$ cat config.mk
export PLATFORM = sky130hd
export DESIGN_NAME = calendar_core
export DESIGN_NICKNAME = d
export VERILOG_FILES = /design/src/rtl/calendar_pkg.sv /design/src/rtl/calendar_leap.sv /design/src/rtl/calendar_core.sv
export SDC_FILE = /design/constraint.sdc
export NUM_CORES = 1
export LEC_CHECK = 0
export CORE_ASPECT_RATIO = 0.6
export CORE_MARGIN = 2
export CORE_UTILIZATION = 37
export DETAILED_ROUTE_END_ITERATION = 12
export PLACE_DENSITY = 0.62
export RECOVER_POWER = 100
export SYNTH_ARGS = -nofsm -noshare
export SYNTH_HDL_FRONTEND = slang
export SYNTH_HIERARCHICAL = 1
export SYNTH_SLANG_ARGS = --single-unit
$ cat constraint.sdc
create_clock -name clock -period 6.9 [get_ports clock]
set_clock_uncertainty 0.2 [all_clocks]
set_input_delay 1.38 -clock clock [delete_from_list [all_inputs] [get_ports clock]]
set_output_delay 1.38 -clock clock [all_outputs]
set_load 0.005 [all_outputs]
$ cat src/rtl/calendar_pkg.sv
// Shared types and month-length helper for the calendar date engine.
package calendar_pkg;

  typedef enum logic [3:0] {
    JAN = 4'd1, FEB = 4'd2, MAR = 4'd3, APR = 4'd4,
    MAY = 4'd5, JUN = 4'd6, JUL = 4'd7, AUG = 4'd8,
    SEP = 4'd9, OCT = 4'd10, NOV = 4'd11, DEC = 4'd12
  } month_t;

  typedef enum logic [1:0] {
    ADJ_DAY   = 2'd0,
    ADJ_MONTH = 2'd1,
    ADJ_YEAR  = 2'd2,
    ADJ_NONE  = 2'd3
  } adj_field_t;

  function automatic logic [4:0] days_in_month(input month_t m, input logic leap);
    case (m)
      FEB:               return leap ? 5'd29 : 5'd28;
      APR, JUN, SEP, NOV: return 5'd30;
      default:           return 5'd31;
    endcase
  endfunction

endpackage

$ cat src/rtl/calendar_leap.sv
// Year -> leap-year flag. Full Gregorian century rule when CALENDAR_CENTURY_RULE_EN
// is defined; otherwise the divisible-by-4 rule (exact for 1901..2099).
module calendar_leap #(
  parameter int YEAR_W = 12
) (
  input  logic [YEAR_W-1:0] year,
  output logic              leap_year
);

`ifdef CALENDAR_CENTURY_RULE_EN
  logic [31:0] year_ext;

  assign year_ext  = 32'(year);
  assign leap_year = (((year_ext % 32'd4) == 32'd0) && ((year_ext % 32'd100) != 32'd0))
                   || ((year_ext % 32'd400) == 32'd0);
`else
  assign leap_year = ((year & YEAR_W'(3)) == '0);
`endif

endmodule

$ cat src/rtl/calendar_core.sv
// Day/month/year counters advanced by day_tick, with field adjust, day clamping
// and a one-deep pending tick. Leap rule selected by CALENDAR_CENTURY_RULE_EN.
module calendar_core
  import calendar_pkg::*;
#(
  parameter int YEAR_W     = 12,
  parameter int YEAR_MIN   = 2000,
  parameter int YEAR_MAX   = 2099,
  parameter int YEAR_RESET = 2025
) (
  input  logic              clock,
  input  logic              reset,
  input  logic              day_tick,
  input  logic              adj_inc,
  input  logic              adj_dec,
  input  logic [1:0]        adj_sel,
  output logic [4:0]        day,
  output logic [3:0]        month,
  output logic [YEAR_W-1:0] year,
  output logic [4:0]        max_day,
  output logic              leap_year,
  output logic              end_of_month,
  output logic              end_of_year
);

  localparam logic [YEAR_W-1:0] Y_MIN   = YEAR_W'(YEAR_MIN);
  localparam logic [YEAR_W-1:0] Y_MAX   = YEAR_W'(YEAR_MAX);
  localparam logic [YEAR_W-1:0] Y_RESET = YEAR_W'(YEAR_RESET);

  logic [4:0]        day_r, day_n;
  month_t            month_r, month_n;
  logic [YEAR_W-1:0] year_r, year_n;
  logic              pending_r, pending_n;
  logic              eom_r, eom_n;
  logic              eoy_r, eoy_n;

  logic              adj_valid;
  adj_field_t        field;
  logic [YEAR_W-1:0] year_inc, year_dec, year_adj;
  month_t            month_adj;
  logic              adj_leap;
  logic [4:0]        clamp_lim;

  calendar_leap #(.YEAR_W(YEAR_W)) u_leap (
    .year      (year_r),
    .leap_year (leap_year)
  );

  // Leap flag of the candidate year, so a year adjust can clamp Feb 29 in the same edge.
  calendar_leap #(.YEAR_W(YEAR_W)) u_leap_adj (
    .year      (year_adj),
    .leap_year (adj_leap)
  );

  assign max_day   = days_in_month(month_r, leap_year);
  assign field     = adj_field_t'(adj_sel);
  assign adj_valid = (adj_inc ^ adj_dec) && (field != ADJ_NONE);

  assign year_inc  = (year_r == Y_MAX) ? Y_MIN : year_r + YEAR_W'(1);
  assign year_dec  = (year_r == Y_MIN) ? Y_MAX : year_r - YEAR_W'(1);
  assign year_adj  = adj_inc ? year_inc : year_dec;

  always_comb begin
    month_adj = month_r;
    if (adj_inc) month_adj = (month_r == DEC) ? JAN : month_t'(month_r + 4'd1);
    else         month_adj = (month_r == JAN) ? DEC : month_t'(month_r - 4'd1);
  end

  always_comb begin
    day_n     = day_r;
    month_n   = month_r;
    year_n    = year_r;
    pending_n = pending_r;
    eom_n     = 1'b0;
    eoy_n     = 1'b0;
    clamp_lim = max_day;

    if (adj_valid) begin
      // A tick colliding with an adjust is parked; one already parked absorbs it.
      pending_n = pending_r | day_tick;
      case (field)
        ADJ_DAY: begin
          if (adj_inc) day_n = (day_r >= max_day) ? 5'd1 : day_r + 5'd1;
          else         day_n = (day_r == 5'd1) ? max_day : day_r - 5'd1;
        end
        ADJ_MONTH: begin
          month_n   = month_adj;
          clamp_lim = days_in_month(month_adj, leap_year);
          day_n     = (day_r > clamp_lim) ? clamp_lim : day_r;
        end
        ADJ_YEAR: begin
          year_n    = year_adj;
          clamp_lim = days_in_month(month_r, adj_leap);
          day_n     = (day_r > clamp_lim) ? clamp_lim : day_r;
        end
        default: ;
      endcase
    end else if (day_tick || pending_r) begin
      pending_n = 1'b0;
      if (day_r < max_day) begin
        day_n = day_r + 5'd1;
      end else begin
        day_n = 5'd1;
        eom_n = 1'b1;
        if (month_r == DEC) begin
          month_n = JAN;
          year_n  = year_inc;
          eoy_n   = 1'b1;
        end else begin
          month_n = month_t'(month_r + 4'd1);
        end
      end
    end
  end

  always_ff @(posedge clock or posedge reset) begin
    if (reset) begin
      day_r     <= 5'd1;
      month_r   <= JAN;
      year_r    <= Y_RESET;
      pending_r <= 1'b0;
      eom_r     <= 1'b0;
      eoy_r     <= 1'b0;
    end else begin
      day_r     <= day_n;
      month_r   <= month_n;
      year_r    <= year_n;
      pending_r <= pending_n;
      eom_r     <= eom_n;
      eoy_r     <= eoy_n;
    end
  end

  assign day          = day_r;
  assign month        = month_r;
  assign year         = year_r;
  assign end_of_month = eom_r;
  assign end_of_year  = eoy_r;

endmodule

# Yosys cells after proc, flatten, opt, wreduce, memory -nomap -nowiden
# Index checks and enable logic that the tools add are counted.
dict set report word_totals {
  register_bits 24
  input_bits 7
  out_inout_bits 29
  elab_cells 96
}
dict set report op_classes {
  n_addsub 6
  order_cmp 4
  eq_ne 24
  n_mux 42
  bitwise_logic 2
  n_reduce_logical 12
}
# cell n
set op_table {}
lappend op_table {{12-bit 2-to-1 mux} 8}
lappend op_table {{5-bit 2-to-1 mux} 12}
lappend op_table {{4-bit 2-to-1 mux} 7}
lappend op_table {{12-bit zero test} 2}
lappend op_table {{4-bit == test, second input constant} 5}
lappend op_table {{4-bit by 3-bit == test with 1-bit output, second input constant} 4}
lappend op_table {{5-bit case mux with 3 select lines} 1}
lappend op_table {{12-bit by 1-bit adder with 12-bit output, second input constant} 1}
lappend op_table {{12-bit by 11-bit == test with 1-bit output, second input constant} 1}
lappend op_table {{12-bit == test, second input constant} 1}
lappend op_table {{2-bit case mux with 2 select lines} 3}
lappend op_table {{12-bit by 1-bit subtractor with 12-bit output, second input constant} 1}
lappend op_table {{1-bit 2-to-1 mux} 11}
lappend op_table {{5-bit > comparator} 2}
lappend op_table {{4-bit by 2-bit == test with 1-bit output, second input constant} 2}
lappend op_table {{4-bit AND reduction} 2}
lappend op_table {{4-bit OR reduction} 2}
lappend op_table {{3-bit inequality test, second input constant} 2}
lappend op_table {{5-bit by 1-bit adder with 5-bit output, second input constant} 1}
lappend op_table {{5-bit by 1-bit == test with 1-bit output, second input constant} 1}
lappend op_table {{5-bit >= comparator} 1}
lappend op_table {{5-bit less-than comparator} 1}
lappend op_table {{5-bit by 1-bit subtractor with 5-bit output, second input constant} 1}
lappend op_table {{4-bit by 1-bit adder with 4-bit output, second input constant} 1}
lappend op_table {{14 further kinds} 17}

# Depth between registers and ports, before layout
dict set report logic_depth {
  ltp_word 12
  depth_mapped 18
  depth_no_buf 16
}

# By module
# The synthesis kept the hierarchy.
# module n_inst cells_each area_each_um2 seq_area_each_um2
set modules_own_cells {}
lappend modules_own_cells {calendar_core 1 377 2786.4 613.1}
lappend modules_own_cells {calendar_leap 2 1 3.8 0.0}

# Worst setup path before layout
# OpenSTA, ideal clock, no wires.
dict set report synth_path {
  path_kind {input port to flip-flop}
  startpoint {in adj_inc}
  endpoint {reg day_r[3], in the netlist day[3]}
  setup_ns 0.121
  arrival_time_ns 4.003
  required_ns 6.579
  path_slack_ns 2.576
  path_stages 13
  n_path_buf 1
  cell_sequence {clkbuf_1 -> clkinv_1 -> o41ai_1 -> nor2_1 -> a211o_1 -> and2_1 -> ha_1 -> nand2_1 -> o21ai_0 -> a21oi_1 -> a21oi_1 -> a221o_1 -> a22o_1}
}
dict set report synth_between {
  elab_chain_len 9
  word_cells_on_any_way 28
  cone_classes {order compare (2); eq/ne (8); mux (12); bitwise (1); reduce/logical (5)}
}
# element line_no
set synth_rtl {}
lappend synth_rtl {{start, declared} calendar_core.sv:14} ;# input logic adj_inc,
lappend synth_rtl {{4-bit 2-to-1 mux or 12-bit 2-to-1 mux (tied branches)} {calendar_core.sv:65, calendar_core.sv:61}}
lappend synth_rtl {{4-bit by 3-bit == test with 1-bit output (tied with other cells)} calendar_pkg.sv:18} ;# case (m)
lappend synth_rtl {{4-bit OR reduction or 1-bit 2-to-1 mux (tied branches)} {calendar_pkg.sv:18, calendar_pkg.sv:19}}
lappend synth_rtl {{2-bit case mux with 2 select lines} calendar_pkg.sv:18}
lappend synth_rtl {{5-bit 2-to-1 mux} calendar_core.sv:81} ;# case (field)
lappend synth_rtl {{5-bit 2-to-1 mux} calendar_core.sv:78} ;# if (adj_valid) begin
lappend synth_rtl {{5-bit > comparator (on tied branches)} {calendar_core.sv:89, calendar_core.sv:94}}
lappend synth_rtl {{3-bit inequality test (no source line)} -}
lappend synth_rtl {{4-bit AND reduction (no source line)} -}
lappend synth_rtl {{end signal, assigned} calendar_core.sv:125} ;# day_r <= day_n;
lappend synth_rtl {{end, declared} calendar_core.sv:30} ;# logic [4:0] day_r, day_n;
# Parallel ways exist; a longest one is shown, timed or not. The select of a mux whose other input is x is not followed.
# A chain may end at the register's enable or synchronous reset.

# Final worst setup path
# Same ends and word-level chain as after synthesis.

==> metrics <==
status=completed; Multi-input gate area=0.00194 mm2; Vias=2947; pwr dens=389 mW/mm2; number of synthesis warnings=6; Die Height=70.9 um; Crit Path Class=in2reg; Die ar.=0.00820 mm2; Crit Path Max Fanout=23; sequential cell area=613 um2; GP Congestion=0.970; initial core utilization=0.382; Slew Viols, Final=0; fraction of layout instances using a drive strength above 1=0.0544; Hold Path Class=reg2reg; vias in the first global route=2521; I/O pins=36; initial antenna violation count=0; Avg WL per Cell=17.4 um; Hold Vio Cnt, Final=0; Worst Max-Slew Pin Slew=1.49 ns; worst-skew pair later-pin latency=0.27 ns; dpl hpwl=6260 um; Residual DRC=0; global-route wire length before repair=13900 um; CP endpoint kind=flip-flop; GRT overflow=0; Max Cap Viol=0; crit path DAT=5.41 ns; setup TNS=0 ns; Synth Cell Area=0.00276 mm2; Ant. Diodes=0; Post-CTS Setup Bufs=0; post-route ant nets=0; Finished Core Util=0.441; RSZ-0062 raised after global routing=false; IO Port Bufs=32; number of DRC markers in iteration 0=434; Rel. slew slack=0.00919; DRT Wirelength=8530 um; clock sinks=24; Hold WS=0.346 ns; Leak=1.28 nW; Nets=413; mean post-synth cell area=7.39 um2; Detailed Routing Iterations Pass 1=5; Worst Setup Start Kind=primary input; Post-Synthesis Cells=374; final setup fails=0; # H-tree levels=1; P&R area growth vs syn=15.4%; drt via density=6.01; # fillers=748; Overall Global Routing Usage=0.216; Clock Root Buffer=clkbuf_16; Clock Path Buffers=2; Clock Pin Slew Worst Setup and Hold Paths=0.08 ns; CTS tree=yes; Final Cycle Share=0.791; Core ar.=0.00724 mm2; CTS Hold Bufs=0; site row count=24; die width=116 um; maximum vdd drop=0.151 mV; top achievable clock speed=183 MHz; post-CTS resize count=0; Tmin final=5.45 ns; largest net degree at the start of global routing=25; number of buffers created by CTS=3; Worst Path Required=6.85 ns
==> where the power goes <==
group          internal, mW  total, mW  switching, mW
Combinational         0.359      0.735          0.376
Clock                0.0891      0.149         0.0601
Sequential            0.206      0.358          0.152
==> per-layer routing <==
| layer | wire length, um | vias to the layer above | GRT usage |
|---|---|---|---|
| li1 | - | 1414 | - |
| met1 | 4410 | 1361 | 0.377 |
| met2 | 3150 | 166 | 0.262 |
| met3 | 897 | 6 | 0.0394 |
| met4 | 62 | 0 | 0.0308 |
| met5 | 0 | - | 0 |
==> cell type report <==
class	instances	area share
timing repair buffer	37	0.107
multi-input combinational	301	0.608
inverter	20	0.0235
sequential	24	0.192
tap	104	0.0408
clock buffer	4	0.0278
==> registers in the layout, summed over array words and instances (netlist names) <==
| name | count |
|---|---|
| year | 12 |
| end_of_month | 1 |
| month | 4 |
| end_of_year | 1 |
| day | 5 |
| pending_r | 1 |
==> per-stage QoR <==
step	area [um2]	cells	worst slack [ns]	power, mW
3_5_place_dp	3120	486	1.36	1.10
3_3_place_gp	3120	486	1.48	1.09
6_report	3190	490	1.45	1.24
5_1_grt	3190	490	1.13	1.35
2_1_floorplan	2770	376	2.58	0.835
4_1_cts	3210	490	1.64	1.26
==> worst max-delay path, cell delays in order <==
cell           delay (ns)
dlygate4sd3_1        1.11
clkbuf_1             0.63
xnor2_1              0.24
nor2_1               0.31
clkbuf_1             0.61
nor2_1               0.21
or2_2                0.36
a221o_1              0.32
a22o_1               0.23
==> placed cells by master, fill, tap and decap left out, types with 7 or more instances in the layout <==
| master | n |
|---|---|
| inv_1 | 19 |
| nand3_1 | 21 |
| ha_1 | 19 |
| a21oi_1 | 27 |
| o21ai_0 | 33 |
| clkdlybuf4s50_1 | 14 |
| a2bb2oi_1 | 7 |
| nor2_1 | 36 |
| nand2_1 | 26 |
| dfrtp_1 | 14 |
| nor3_1 | 9 |
| dlygate4sd3_1 | 18 |
| dfstp_1 | 10 |
==> final timing paths <==
check / startpoint / end / slack, ns / depth (start not counted)
min in group asynchronous: reset / year[4] / 1.86 / 3
worst min-delay path: pending_r / pending_r / 0.35 / 2
max in group asynchronous: reset / day[3] / 3.77 / 3
worst min register to register: pending_r / pending_r / 0.35 / 2
worst max register to register: year[0] / day[3] / 2.63 / 15
worst max-delay path: adj_inc / day[3] / 1.45 / 9
(Power assumes the default switching activity.)
